--- src/rtl/dbg_pkg.sv ---
// -----------------------------------------------------------------------------
// dbg_pkg
// Shared definitions for the SPI debug command controller:
//   - bit positions of the fields inside a 32-bit command word
//   - op codes, readback select codes, FSM state encodings
// Optional feature macro used by the controller: ADDR_AUTOINC_EN
// -----------------------------------------------------------------------------
package dbg_pkg;

   // Command word field positions
   localparam int CMD_WR_BIT  = 31;
   localparam int CMD_RD_BIT  = 30;
   localparam int CMD_OP_MSB  = 29;
   localparam int CMD_OP_LSB  = 28;
   localparam int CMD_SEL_MSB = 26;
   localparam int CMD_SEL_LSB = 25;
   localparam int CMD_PAY_MSB = 15;
   localparam int CMD_PAY_LSB = 0;

   typedef enum logic [1:0] {
      OP_MEM  = 2'b00,
      OP_HL   = 2'b01,
      OP_HU   = 2'b10,
      OP_ADDR = 2'b11
   } op_e;

   typedef enum logic [1:0] {
      SEL_PC            = 2'b00,
      SEL_PC_LATCHED    = 2'b01,
      SEL_INSTR_LATCHED = 2'b10,
      SEL_MEM_DATA      = 2'b11
   } sel_e;

   typedef enum logic [1:0] {
      ST_IDLE   = 2'b00,
      ST_WRITE  = 2'b01,
      ST_READ   = 2'b10,
      ST_RD_CAP = 2'b11
   } state_e;

endpackage

--- src/rtl/dbg_rdback_mux.sv ---
// -----------------------------------------------------------------------------
// dbg_rdback_mux
// Registered 4:1 selector producing the readback word for the SPI slave.
// Ports:
//   clk_i, rst_ni         clock, asynchronous active-low reset
//   sel_i                 source select (sel_e)
//   pc_i                  current PC
//   pc_latched_i          IF/ID latched PC
//   instr_latched_i       IF/ID latched instruction
//   mem_data_i            captured RAM readback word
//   rdback_o              registered selected word
// -----------------------------------------------------------------------------
module dbg_rdback_mux
   import dbg_pkg::*;
#(
   parameter int NB_BITS = 32
) (
   input  logic               clk_i,
   input  logic               rst_ni,
   input  sel_e               sel_i,
   input  logic [NB_BITS-1:0] pc_i,
   input  logic [NB_BITS-1:0] pc_latched_i,
   input  logic [NB_BITS-1:0] instr_latched_i,
   input  logic [NB_BITS-1:0] mem_data_i,
   output logic [NB_BITS-1:0] rdback_o
);

   logic [NB_BITS-1:0] rdback_d;
   logic [NB_BITS-1:0] rdback_q;

   always_comb begin
      rdback_d = pc_i;
      unique case (sel_i)
         SEL_PC:            rdback_d = pc_i;
         SEL_PC_LATCHED:    rdback_d = pc_latched_i;
         SEL_INSTR_LATCHED: rdback_d = instr_latched_i;
         SEL_MEM_DATA:      rdback_d = mem_data_i;
         default:           rdback_d = pc_i;
      endcase
   end

   always_ff @(posedge clk_i or negedge rst_ni) begin
      if (!rst_ni) begin
         rdback_q <= '0;
      end else begin
         rdback_q <= rdback_d;
      end
   end

   assign rdback_o = rdback_q;

endmodule

--- src/rtl/spi_debug_ctrl.sv ---
// -----------------------------------------------------------------------------
// spi_debug_ctrl
// Decodes 32-bit debug commands from the SPI slave, accumulates write data and
// an address, pulses RAM write strobes, sequences RAM reads and returns a
// registered readback word.
// Optional feature: define ADDR_AUTOINC_EN to post-increment the RAM address
// after every completed write or read (burst access without ADDRESS commands).
// Ports:
//   i_clk, i_rst          clock, asynchronous active-low reset
//   i_cmd, i_cmd_valid    command word and its one-cycle strobe
//   i_mem_rdata           RAM read data (1-cycle synchronous read)
//   i_pc, i_pc_latched,
//   i_instr_latched       readback sources from the core
//   o_mem_addr            RAM address
//   o_mem_wdata           RAM write data
//   o_mem_we              RAM write enable, one-cycle pulse
//   o_rdback              readback word to the SPI slave
//   o_busy                high while the FSM is not idle
//   o_err                 sticky protocol error
// -----------------------------------------------------------------------------
module spi_debug_ctrl
   import dbg_pkg::*;
#(
   parameter int NB_BITS   = 32,
   parameter int RAM_DEPTH = 10
) (
   input  logic                 i_clk,
   input  logic                 i_rst,
   input  logic [NB_BITS-1:0]   i_cmd,
   input  logic                 i_cmd_valid,
   input  logic [NB_BITS-1:0]   i_mem_rdata,
   input  logic [NB_BITS-1:0]   i_pc,
   input  logic [NB_BITS-1:0]   i_pc_latched,
   input  logic [NB_BITS-1:0]   i_instr_latched,
   output logic [RAM_DEPTH-1:0] o_mem_addr,
   output logic [NB_BITS-1:0]   o_mem_wdata,
   output logic                 o_mem_we,
   output logic [NB_BITS-1:0]   o_rdback,
   output logic                 o_busy,
   output logic                 o_err
);

   state_e               state_q;
   logic [RAM_DEPTH-1:0] addr_q;
   logic [NB_BITS-1:0]   wdata_q;
   logic                 we_q;
   logic                 err_q;
   sel_e                 sel_q;
   sel_e                 sel_d;
   logic [NB_BITS-1:0]   mem_data_q;
   logic [NB_BITS-1:0]   mem_data_d;

   logic                 cmd_acc;
   logic                 cmd_wr;
   logic                 cmd_rd;
   op_e                  cmd_op;
   logic [15:0]          cmd_payload;
   logic                 unused_cmd_bits;

   assign cmd_acc     = i_cmd_valid && (state_q == ST_IDLE);
   assign cmd_wr      = i_cmd[CMD_WR_BIT];
   assign cmd_rd      = i_cmd[CMD_RD_BIT];
   assign cmd_op      = op_e'(i_cmd[CMD_OP_MSB:CMD_OP_LSB]);
   assign cmd_payload = i_cmd[CMD_PAY_MSB:CMD_PAY_LSB];
   assign unused_cmd_bits = ^{i_cmd[27], i_cmd[24:16]};

   // The readback register is fed with the next-state select and captured
   // memory word so o_rdback reflects a new command (or a finished read) one
   // cycle after it happens instead of two.
   assign sel_d      = cmd_acc ? sel_e'(i_cmd[CMD_SEL_MSB:CMD_SEL_LSB]) : sel_q;
   assign mem_data_d = (state_q == ST_RD_CAP) ? i_mem_rdata : mem_data_q;

`ifdef ADDR_AUTOINC_EN
   localparam logic [RAM_DEPTH-1:0] ADDR_ONE = 1;
`endif

   always_ff @(posedge i_clk or negedge i_rst) begin
      if (!i_rst) begin
         state_q    <= ST_IDLE;
         addr_q     <= '0;
         wdata_q    <= '0;
         we_q       <= 1'b0;
         err_q      <= 1'b0;
         sel_q      <= SEL_PC;
         mem_data_q <= '0;
      end else begin
         we_q       <= 1'b0;
         sel_q      <= sel_d;
         mem_data_q <= mem_data_d;

         // Commands arriving while busy are dropped and flagged.
         if (i_cmd_valid && (state_q != ST_IDLE)) begin
            err_q <= 1'b1;
         end

         unique case (state_q)
            ST_IDLE: begin
               if (i_cmd_valid) begin
                  unique case (cmd_op)
                     OP_HL:   wdata_q[15:0]  <= cmd_payload;
                     OP_HU:   wdata_q[31:16] <= cmd_payload;
                     OP_ADDR: addr_q         <= cmd_payload[RAM_DEPTH-1:0];
                     OP_MEM: begin
                        if (cmd_wr) begin
                           // Write has priority; a simultaneous read is an error.
                           state_q <= ST_WRITE;
                           we_q    <= 1'b1;
                           if (cmd_rd) begin
                              err_q <= 1'b1;
                           end
                        end else if (cmd_rd) begin
                           state_q <= ST_READ;
                        end
                     end
                     default: ;
                  endcase
               end
            end
            ST_WRITE: begin
               state_q <= ST_IDLE;
`ifdef ADDR_AUTOINC_EN
               addr_q  <= addr_q + ADDR_ONE;
`endif
            end
            ST_READ: begin
               // RAM registers its output on this edge; data is taken next cycle.
               state_q <= ST_RD_CAP;
            end
            ST_RD_CAP: begin
               state_q <= ST_IDLE;
`ifdef ADDR_AUTOINC_EN
               addr_q  <= addr_q + ADDR_ONE;
`endif
            end
            default: state_q <= ST_IDLE;
         endcase
      end
   end

   dbg_rdback_mux #(
      .NB_BITS (NB_BITS)
   ) u_rdback_mux (
      .clk_i           (i_clk),
      .rst_ni          (i_rst),
      .sel_i           (sel_d),
      .pc_i            (i_pc),
      .pc_latched_i    (i_pc_latched),
      .instr_latched_i (i_instr_latched),
      .mem_data_i      (mem_data_d),
      .rdback_o        (o_rdback)
   );

   assign o_mem_addr  = addr_q;
   assign o_mem_wdata = wdata_q;
   assign o_mem_we    = we_q;
   assign o_busy      = (state_q != ST_IDLE);
   assign o_err       = err_q;

endmodule
--- config.mk ---
export PLATFORM = sky130hd
export DESIGN_NAME = spi_debug_ctrl
export DESIGN_NICKNAME = d
export VERILOG_FILES = /design/src/rtl/dbg_pkg.sv /design/src/rtl/dbg_rdback_mux.sv /design/src/rtl/spi_debug_ctrl.sv
export SDC_FILE = /design/constraint.sdc
export NUM_CORES = 1
export LEC_CHECK = 0
export CORE_MARGIN = 1.5
export CORE_UTILIZATION = 35
export CTS_CLUSTER_SIZE = 28
export DETAILED_ROUTE_END_ITERATION = 8
export PLACE_DENSITY = 0.77
export SYNTH_ARGS = -nofsm -noshare
export SYNTH_HDL_FRONTEND = slang
export SYNTH_SLANG_ARGS = --single-unit
--- constraint.sdc ---
create_clock -name i_clk -period 2.6 [get_ports i_clk]
set_input_delay 0.65 -clock i_clk [delete_from_list [all_inputs] [get_ports i_clk]]
set_output_delay 0.65 -clock i_clk [all_outputs]
set_load 0.02 [all_outputs]
Word-level counts from Yosys, hierarchy flattened. Cells that the tools add are included.

Bits in registers: 112. Input bits: 163. Output and inout port bits: 77. Logic and storage cells: 50.

Eq/ne operators: 12. Muxes and demuxes: 18. Reductions and logical operators: 11.

Operator list (count): $pmux W32 S4 (1); $mux W32 (1); $eq A2 B2 Y1 const B (6); $reduce_and A3 Y1 (4); $mux W1 (10); $mux W2 (5); $eq A2 B1 Y1 const B (3); $logic_not A2 Y1 (3); $pmux W2 S3 (1); $ne A3 B3 Y1 const B (1); $logic_and A1 B1 Y1 (2); $ne A2 B1 Y1 const B (1); $ne A2 B2 Y1 const B (1); $reduce_bool A2 Y1 (1); $reduce_or A2 Y1 (1).

Longest topological paths before layout. Gate-level depths: netlist of the first run.

Word-level depth: 8. Mapped depth: 6. Mapped depth without buffers: 4.

Cells and area by module. From an unflattened synthesis of the first run, not the netlist that was laid out.

Cells, all modules: 250. Area, all modules: 4693.3 µm².

Modules (own cells, without submodules): spi_debug_ctrl (instances 1, cells an instance 179, area an instance 3078.0 µm², seq. area each 2001.9 µm²); dbg_rdback_mux (instances 1, cells an instance 71, area an instance 1615.3 µm², seq. area each 800.8 µm²).

Worst setup path after synthesis of the first run. OpenSTA, ideal clock, no wires.

Path kind: input -> register. Start point: input port i_cmd_valid. End point: register wdata_q[10] (netlist: o_mem_wdata[10]). Setup time: 125 ps. Arrival time: 1760 ps. Required time: 2475 ps. Path slack: 715 ps. Stages on the path: 5. Buffers on the path: 1. Cell sequence: nor3b_4 > nand2_1 > nor2_2 > buf_4 > mux2_2.

Longest elaborated chain between the ends: 1.

Ends and longest elaborated chain: start: declaration (line spi_debug_ctrl.sv:30) `input logic i_cmd_valid,`; $reduce_and A3 Y1 (no line); end signal: assignment (line spi_debug_ctrl.sv:100) `OP_HL: wdata_q[15:0] <= cmd_payload;`; end: declaration (line spi_debug_ctrl.sv:45) `logic [NB_BITS-1:0] wdata_q;`.

Every way passes these cells. A chain may end at the register's enable or synchronous reset.

Worst setup path after layout of the first run.
Start point: register state_q[1]. End point: output port o_busy.

Longest elaborated chain between the ends: 1.

Ends and longest elaborated chain: start: declaration (line spi_debug_ctrl.sv:43) `state_e state_q;`; start signal: assignment (line spi_debug_ctrl.sv:79) `state_q <= ST_IDLE;`; start signal: assignment (line spi_debug_ctrl.sv:106) `state_q <= ST_WRITE;`; start signal: assignment (line spi_debug_ctrl.sv:112) `state_q <= ST_READ;`; $reduce_bool A2 Y1 (line spi_debug_ctrl.sv:156) `assign o_busy = (state_q != ST_IDLE);`; end: declaration (line spi_debug_ctrl.sv:39) `output logic o_busy,`.

Every way passes these cells.

==> flow_summary.json, run 1 <==
{
  "status": "completed",
  "fp.coreArea_mm2": 0.0154,
  "wl_met2_mm": 7.87,
  "area_growth_pct": 51.7,
  "insertion_delay_ns": 0.35,
  "hpwlAfterDp_mm": 11.1,
  "routed_wl_mm": 15.0,
  "top_layer_used": "met5",
  "final_nets": 819,
  "hold_viol_final": 0,
  "slew-limit-headroom_pct": 60.9,
  "setup_tns_ns": 0,
  "grt_use_total_pct": 18.5,
  "rows": 45,
  "cts_buffers": 9,
  "drive_above_1_share_pct": 22.5,
  "netlist_area_mm2": 0.00556,
  "arrival_ns": 1.71,
  "ys_warn_count": 0,
  "power_mw": 9.22,
  "htree_levels": 3,
  "drt-wirelength-per-cell_um": 17.2,
  "post-place-ws_ns": 0.0573,
  "synthDistinctLibCells": 23,
  "slew_viol_final": 0,
  "diodes": 0,
  "pin_count": 240,
  "nFillCells": 1336,
  "clock-root-buffer": "clkbuf_16",
  "cts_sinks": 112,
  "grt_max_degree": 59,
  "end_kind": "output port",
  "die_area_mm2": 0.0167,
  "grt_pass1_vias": 4631,
  "r2r_start": "state_q[1]",
  "timing.fmax_mhz": 423,
  "critPathMaxFanout": 5,
  "powerDensity_mw_per_mm2": 1090,
  "synth_flop_cell": "dfrtp_1",
  "syn_avg_cell_area_um2": 13.0,
  "synth_cells": 427,
  "antenna_found_initial": 1,
  "r2r_setup_slack_ns": 0.74,
  "yosysSeqAreaShare_pct": 50.4,
  "drt-met1-wl_mm": 5.90,
  "startpoint": "state_q[1]",
  "synth_nets": 590,
  "vias": 4203,
  "tritoncts": "yes",
  "postRouteAntennaNets": 0,
  "min_path_type": "in2async",
  "place.gp.congestion": 0.780,
  "io_buffers": 229,
  "finalWorstSetupSlack_ns": 0.238,
  "drt-pass1-iter-count": 4,
  "maxCapViolations": 0,
  "seq_area_mm2": 0.00280,
  "yosys.area.top_type_share_pct": 50.4,
  "critPathLaunchType": "flop",
  "viasPerCell": 4.82,
  "setup_violations": 0,
  "cts_setup_buffers": 0,
  "die_y_um": 129,
  "layout_min_cycle_time_ns": 2.36,
  "finalCritPeriodShare_pct": 90.9,
  "async_reset_ff_share_pct": 100,
  "synth_enable_flop_cells": 0,
  "synth_area_leaders": "dfrtp_1 (50%), mux2_2 (22%), mux2i_1 (17%)",
  "drc_errors": 0,
  "dr.first_iter.drc_count": 174,
  "vdd_drop_max_mv": 0.552,
  "rsz0062_at_grt": "false",
  "grt_pass1_wl_mm": 23.3,
  "wl_met3_um": 908,
  "clk_pin_slew_ns": 0.07,
  "cp_data_required_time_ns": 1.95,
  "ctsResizeCount": 0,
  "multi_input_area_mm2": 0.00256,
  "tightest_slew_ns": 0.587,
  "hold_buffers": 0,
  "crit_type": "reg2out",
  "skew_ns": 0.00530,
  "r2r_cells": 5,
  "rr_endpoint": "u_rdback_mux.rdback_o[1]",
  "post-route-util_pct": 54.9,
  "start_util_pct": 36.2,
  "grt_overflow_total": 0,
  "cellLeakagePower_nw": 3.61,
  "die_w_um": 129,
  "ys_ff_latch": 112,
  "cts_max_path_buffers": 2,
  "post-synth-top-area-cell": "dfrtp_1"
}
## power breakdown
group | switching (mW) | total [mW] | internal (mW)
Clock | 0.686 | 1.36 | 0.670
Combinational | 2.31 | 4.88 | 2.57
Sequential | 0.377 | 2.99 | 2.61
## kinds of logic after synthesis
| family | after synthesis | synth area share (%) |
|---|---|---|
| buffers and inverters | 29 | 3.55 |
| AOI/OAI and AO/OA | 35 | 3.17 |
| muxes | 204 | 39.1 |
| DFF | 112 | 50.4 |
| and+or+nand+nor | 47 | 3.76 |
## area by class of cell
cell class                 instances  share of cell area, %
tap                              211                   3.13
sequential                       112                   33.2
clock buffer                       9                   2.67
multi-input combinational        286                   30.4
inverter                           1                 0.0445
clock inverter                     7                  0.756
timing repair buffer             246                   29.8
## worst max-delay path by stage
stage               depth (start not counted)                       end  slack [ns]
floorplan                                   5           o_mem_wdata[10]        0.72
global placement                            7  u_rdback_mux.rdback_o[6]        0.09
detailed placement                          7  u_rdback_mux.rdback_o[1]        0.06
CTS                                         2                    o_busy        0.22
global route                                2                    o_busy        0.17
finish                                      2                    o_busy        0.24
## layout by cell type (no fill, tap or decap)
cell | netlist | final
clkinvlp_4 | 0 | 2
inv_1 | 1 | 1
mux2i_1 | 96 | 96
inv_8 | 0 | 2
a21oi_1 | 33 | 33
or2_2 | 1 | 1
nand2_1 | 4 | 3
nor3b_4 | 1 | 1
clkdlybuf4s50_1 | 0 | 227
and2_1 | 1 | 1
nor3b_1 | 1 | 1
o21ai_0 | 1 | 1
a31oi_1 | 1 | 1
nand2_2 | 0 | 1
nand3_1 | 1 | 1
nor2b_1 | 1 | 1
mux2_2 | 107 | 108
dfrtp_1 | 112 | 111
nor2_1 | 35 | 35
buf_4 | 5 | 10
buf_2 | 11 | 1
dfrtp_2 | 0 | 1
clkinv_4 | 0 | 3
nor2_2 | 2 | 2
clkbuf_16 | 0 | 9
buf_12 | 3 | 8
## metrics by stage
step | std cells | instance area [um2] | hold slack [ns]
2_1_floorplan | 427 | 5560 | 0.354
3_3_place_gp | 856 | 8150 | 0.471
3_5_place_dp | 856 | 8150 | 0.482
4_1_cts | 872 | 8440 | 0.309
5_1_grt | 872 | 8440 | 0.336
6_report | 872 | 8440 | 0.290
## flip-flops by register name, summed over array words and instances (netlist names)
signal,flops
mem_data_q,32
o_err,1
sel_q,2
o_mem_we,1
u_rdback_mux.rdback_o,32
o_mem_addr,10
o_mem_wdata,32
state_q,2
## critical path, stage by stage (launching register included)
cell and delay (ns):
dfrtp_1 0.45, or2_2 0.35, clkdlybuf4s50_1 0.56
## cell usage after synthesis (2+ instances only)
| library cell | count |
|---|---|
| buf_12 | 3 |
| nand2_1 | 4 |
| dfrtp_1 | 112 |
| a21oi_1 | 33 |
| buf_4 | 5 |
| buf_2 | 11 |
| mux2_2 | 107 |
| nor2_2 | 2 |
| mux2i_1 | 96 |
| nor2_1 | 35 |
| clkbuf_1 | 7 |
## routing by layer
layer	GRT usage [%]	vias up
met5	0	-
met4	8.13	2
met3	5.00	23
met2	33.9	133
met1	19.9	2055
li1	-	1990
No activity file was read; power rests on OpenSTA's default activity.
==> run 2: changes to the inputs <==
--- a/config.mk
+++ b/config.mk
@@ -9,6 +9,7 @@
 export CORE_UTILIZATION = 35
 export CTS_CLUSTER_SIZE = 28
 export DETAILED_ROUTE_END_ITERATION = 8
+export HOLD_SLACK_MARGIN = 0.1
 export PLACE_DENSITY = 0.77
 export SYNTH_ARGS = -nofsm -noshare
 export SYNTH_HDL_FRONTEND = slang
==> constraint.sdc (replaced) <==
create_clock -name i_clk -period 3 [get_ports i_clk]
set_input_delay 0.75 -clock i_clk [delete_from_list [all_inputs] [get_ports i_clk]]
set_output_delay 0.75 -clock i_clk [all_outputs]
set_load 0.02 [all_outputs]
==> run 2 against run 1 <==
Non-clock buffer count down 3. Hold slack better by 0.16 ns. Sequential power down 13%. Final cell count down 0.34%. Clock power down 13%. Routed wire length up 1.3%. Highest routed layer is now met4. Critical path depth unchanged. Clock-buffer cell count unchanged. Core utilization down 0.55 points. Power down 14%. Die area unchanged.
==> flow_summary.json, run 2 (same netlist as run 1, synthesis figures left out) <==
{
  "status": "completed",
  "viasPerCell": 4.81,
  "timing.fmax_mhz": 406,
  "hpwlAfterDp_mm": 11.1,
  "cts_setup_buffers": 0,
  "drive_above_1_share_pct": 22.2,
  "cts_buffers": 9,
  "final_nets": 816,
  "finalCritPeriodShare_pct": 82.0,
  "crit_type": "reg2out",
  "cellLeakagePower_nw": 3.58,
  "die_area_mm2": 0.0167,
  "grt_overflow_total": 0,
  "finalWorstSetupSlack_ns": 0.539,
  "vdd_drop_max_mv": 0.452,
  "nFillCells": 1319,
  "die_w_um": 129,
  "rsz0062_at_grt": "false",
  "ctsResizeCount": 0,
  "grt_use_total_pct": 18.6,
  "cp_data_required_time_ns": 2.25,
  "rows": 45,
  "grt_max_degree": 59,
  "diodes": 0,
  "htree_levels": 3,
  "routed_wl_mm": 15.2,
  "skew_ns": 0.00743,
  "layout_min_cycle_time_ns": 2.46,
  "busiest_layer": "met2",
  "dr.first_iter.drc_count": 136,
  "cts_max_path_buffers": 2,
  "place_inst": 853,
  "pin_count": 240,
  "die_y_um": 129,
  "drc_errors": 0,
  "final_cell_mix": "clkdlybuf4s50_1 (227), dfrtp_1 (111), mux2_2 (108), mux2i_1 (96), nor2_1 (35)",
  "met1_usage_pct": 21.0,
  "tritoncts": "yes",
  "io_buffers": 229,
  "arrival_ns": 1.71,
  "min_path_type": "in2async",
  "hold_viol_final": 0,
  "start_util_pct": 36.2,
  "critPathMaxFanout": 5,
  "post-place-ws_ns": 0.247,
  "slew_viol_final": 0,
  "global_route.usage.met2_pct": 34.2,
  "clock-root-buffer": "clkbuf_16",
  "fp.coreArea_mm2": 0.0154,
  "slew-limit-headroom_pct": 50.4,
  "whs_ns": 0.450,
  "fin_cells": 869,
  "drt-wirelength-per-cell_um": 17.5,
  "cts_sinks": 112,
  "end_kind": "output port",
  "tightest_slew_ns": 0.745,
  "post-route-util_pct": 54.3,
  "maxCapViolations": 0,
  "grt_pass1_wl_mm": 23.6,
  "critPathLaunchType": "flop",
  "clk_pin_slew_ns": 0.08,
  "powerDensity_mw_per_mm2": 950,
  "hold_buffers": 0,
  "grt_pass1_vias": 4567,
  "place.gp.congestion": 0.785,
  "use_met3_pct": 4.34,
  "antenna_found_initial": 0,
  "setup_tns_ns": 0,
  "vias": 4177,
  "insertion_delay_ns": 0.35,
  "drt-pass1-iter-count": 4,
  "setup_violations": 0,
  "layout_commonest_cell": "clkdlybuf4s50_1",
  "area_growth_pct": 50.2,
  "postRouteAntennaNets": 0
}
-- run 2: stage by stage --
stage	area, um2	power (mW)
3_3_place_gp	8060	6.69
2_1_floorplan	5560	5.12
6_report	8350	7.94
4_1_cts	8350	8.04
3_5_place_dp	8060	6.83
5_1_grt	8350	8.41
-- run 2: path summary, 6_finish.rpt --
path | start | endpoint | slack (ns) | depth (start not counted)
max in group asynchronous | i_rst | u_rdback_mux.rdback_o[27] | 1.76 | 2
max | state_q[1] | o_busy | 0.54 | 2
min in group i_clk | o_err | o_err | 0.49 | 2
min reg2reg | o_err | o_err | 0.49 | 2
max reg2reg | state_q[1] | u_rdback_mux.rdback_o[19] | 0.98 | 5
min | i_rst | mem_data_q[18] | 0.45 | 1
-- run 2: cell type report --
type	count	area [um2]	area share [%]
Timing Repair Buffer	243	2430	29.1
Clock inverter	7	63.8	0.764
Inverter	1	3.75	0.0449
Tap cell	211	264	3.16
Multi-Input combinational cell	286	2560	30.7
Clock buffer	9	225	2.70
Sequential cell	112	2800	33.6
-- run 2: layer usage --
metal | share of wire, % | vias to the layer above
met2 | 51 | 150
li1 | - | 1975
met5 | 0 | -
met3 | 6.5 | 20
met4 | 2.2 | 0
met1 | 40 | 2032
-- run 2: critical path: stages (launching register included) --
cell             delay [ns]
dfrtp_1                0.45
or2_2                  0.36
clkdlybuf4s50_1        0.55
-- run 2: power breakdown --
part | total, mW | internal, mW | leakage (nW) | switching (mW)
clock | 1.18 | 0.582 | 0.136 | 0.597
sequential | 2.59 | 2.26 | 1.31 | 0.325
combinational | 4.17 | 2.17 | 2.13 | 2.00
==> run 3: changes to the inputs <==
==> constraint.sdc (replaced) <==
create_clock -name i_clk -period 2.49 [get_ports i_clk]
set_input_delay 0.6225 -clock i_clk [delete_from_list [all_inputs] [get_ports i_clk]]
set_output_delay 0.6225 -clock i_clk [all_outputs]
set_load 0.02 [all_outputs]
==> run 3 against run 2 <==
Core utilization grew 0.55 points. Routed wire length grew 0.11%. Global-route usage grew 0.18 points. Via count grew 1.1%. Design area grew 1.0%. Clock-buffer cell count is the same. Die area is the same. Clock power grew 23%. Sequential cell count is the same. Power grew 22%. Sequential power grew 21%. First-iteration DRC count grew 1.5%. Critical path type unchanged. Critical endpoint unchanged. Highest routed layer is now met5.
==> flow_summary.json, run 3 (same netlist as run 1, synthesis figures left out) <==
{
  "status": "completed",
  "drive_above_1_share_pct": 22.8,
  "hpwlAfterDp_mm": 11.3,
  "setup_violations": 0,
  "r2r_cells": 6,
  "insertion_delay_ns": 0.36,
  "slew_viol_final": 0,
  "dr.first_iter.drc_count": 138,
  "cts_max_path_buffers": 2,
  "pin_count": 240,
  "p_int_mw": 6.12,
  "arrival_ns": 1.74,
  "rows": 45,
  "crit_path_cell_trace": "or2_2, clkdlybuf4s50_1",
  "timing.fmax_mhz": 424,
  "layout_min_cycle_time_ns": 2.36,
  "clock-root-buffer": "clkbuf_16",
  "tightest_slew_ns": 0.572,
  "slew-limit-headroom_pct": 61.9,
  "grt_overflow_total": 0,
  "die_w_um": 129,
  "drt-wirelength-per-cell_um": 17.4,
  "maxCapViolations": 0,
  "nFillCells": 1283,
  "post-place-ws_ns": -0.0749,
  "combPwrFrac_pct": 52.6,
  "min_path_type": "in2async",
  "powerDensity_mw_per_mm2": 1150,
  "final_nets": 821,
  "io_buffers": 229,
  "clk_pin_slew_ns": 0.08,
  "ctsResizeCount": 0,
  "p_seq_share_pct": 32.4,
  "drc_errors": 0,
  "cts_buffers": 9,
  "cts_setup_buffers": 0,
  "critPathLaunchType": "flop",
  "postRouteAntennaNets": 0,
  "grt_pass1_wl_mm": 23.7,
  "fin_cells": 874,
  "finalWorstSetupSlack_ns": 0.132,
  "cpMaxStageDelayCell": "clkdlybuf4s50_1",
  "tritoncts": "yes",
  "viasPerCell": 4.83,
  "rsz0062_at_grt": "false",
  "power_mw": 9.66,
  "r2r_setup_slack_ns": 0.62,
  "power.switching_mw": 3.55,
  "crit_type": "reg2out",
  "grt_pass1_vias": 4626,
  "start_util_pct": 36.2,
  "place.gp.congestion": 0.766,
  "fp.coreArea_mm2": 0.0154,
  "layout_commonest_cell": "clkdlybuf4s50_1",
  "diodes": 0,
  "drt-pass1-iter-count": 5,
  "pwr-share-clk_pct": 15.0,
  "multi_input_area_mm2": 0.00256,
  "grt_use_total_pct": 18.8,
  "antenna_found_initial": 1,
  "skew_ns": 0.0113,
  "rr_endpoint": "u_rdback_mux.rdback_o[6]",
  "p_sw_share_pct": 36.7,
  "routed_wl_mm": 15.2,
  "area_growth_pct": 51.7,
  "vias": 4224,
  "final_cell_mix": "clkdlybuf4s50_1 (227), dfrtp_1 (111), mux2_2 (108), mux2i_1 (96), nor2_1 (35)",
  "cts_sinks": 112,
  "setup_tns_ns": 0,
  "place_inst": 858,
  "die_y_um": 129,
  "htree_levels": 3,
  "r2r_start": "state_q[1]",
  "slowest_delay_ns": 0.56,
  "grt_max_degree": 59,
  "seq_area_mm2": 0.00280,
  "cp_data_required_time_ns": 1.87,
  "finalCritPeriodShare_pct": 94.7,
  "hold_viol_final": 0,
  "crit_path_end": "o_busy",
  "die_area_mm2": 0.0167,
  "end_kind": "output port",
  "vdd_drop_max_mv": 0.484,
  "critPathMaxFanout": 5,
  "hold_buffers": 0,
  "startpoint": "state_q[1]",
  "cellLeakagePower_nw": 3.62
}
-- run 3: cell count changes in the layout (fill, tap and decap cells not counted), sizes merged --
cell / change
buf: +5
inv: +1
clkinvlp: -1
-- run 3: worst min-delay path by stage --
stage / cells past startpoint / to / from
finish: 1 / u_rdback_mux.rdback_o[18] / i_rst
detailed placement: 2 / o_err / o_err
global route: 1 / u_rdback_mux.rdback_o[18] / i_rst
global placement: 1 / mem_data_q[26] / mem_data_q[26]
floorplan: 0 / mem_data_q[0] / i_rst
CTS: 1 / u_rdback_mux.rdback_o[18] / i_rst
-- run 3: layout make-up --
| type | count | area share, % |
|---|---|---|
| clock buffer | 9 | 2.67 |
| clock inverter | 7 | 0.860 |
| inverter | 1 | 0.0445 |
| multi-input combinational | 286 | 30.4 |
| sequential | 112 | 33.2 |
| tap | 211 | 3.13 |
| timing repair buffer | 248 | 29.7 |
-- run 3: critical path: cells and delay by family, from the launching register on --
| kind | cells | cell delay [ns] |
|---|---|---|
| buffers and inverters | 1 | 0.56 |
| and+or+nand+nor | 1 | 0.36 |
| DFF | 1 | 0.46 |
-- run 3: routing by layer --
layer	wire (um)	GRT usage [%]	part of all wire [%]	vias up
li1	-	-	-	1979
met1	5770	20.4	38	2059
met2	7870	33.4	52	153
met3	1140	5.82	7.5	31
met4	455	8.86	3.0	2
met5	8	0	0.053	-
-- run 3: stage by stage --
stage | area, um2 | util [%] | hold WS (ns)
global placement | 8140 | 53.0 | 0.478
CTS | 8440 | 54.9 | 0.266
finish | 8440 | 54.9 | 0.253
global route | 8440 | 54.9 | 0.296
detailed placement | 8140 | 53.0 | 0.474
floorplan | 5560 | - | 0.327
-- run 3: power by group through the flow --
| stage | combinational [mW] | clock [mW] | sequential, mW |
|---|---|---|---|
| finish | 5.08 | 1.45 | 3.13 |
| global route | 5.44 | 1.58 | 3.24 |
| CTS | 5.15 | 1.50 | 3.15 |
| detailed placement | 5.14 | 0 | 3.18 |
| global placement | 5.01 | 0 | 3.14 |
| floorplan | 2.33 | 0 | 3.84 |
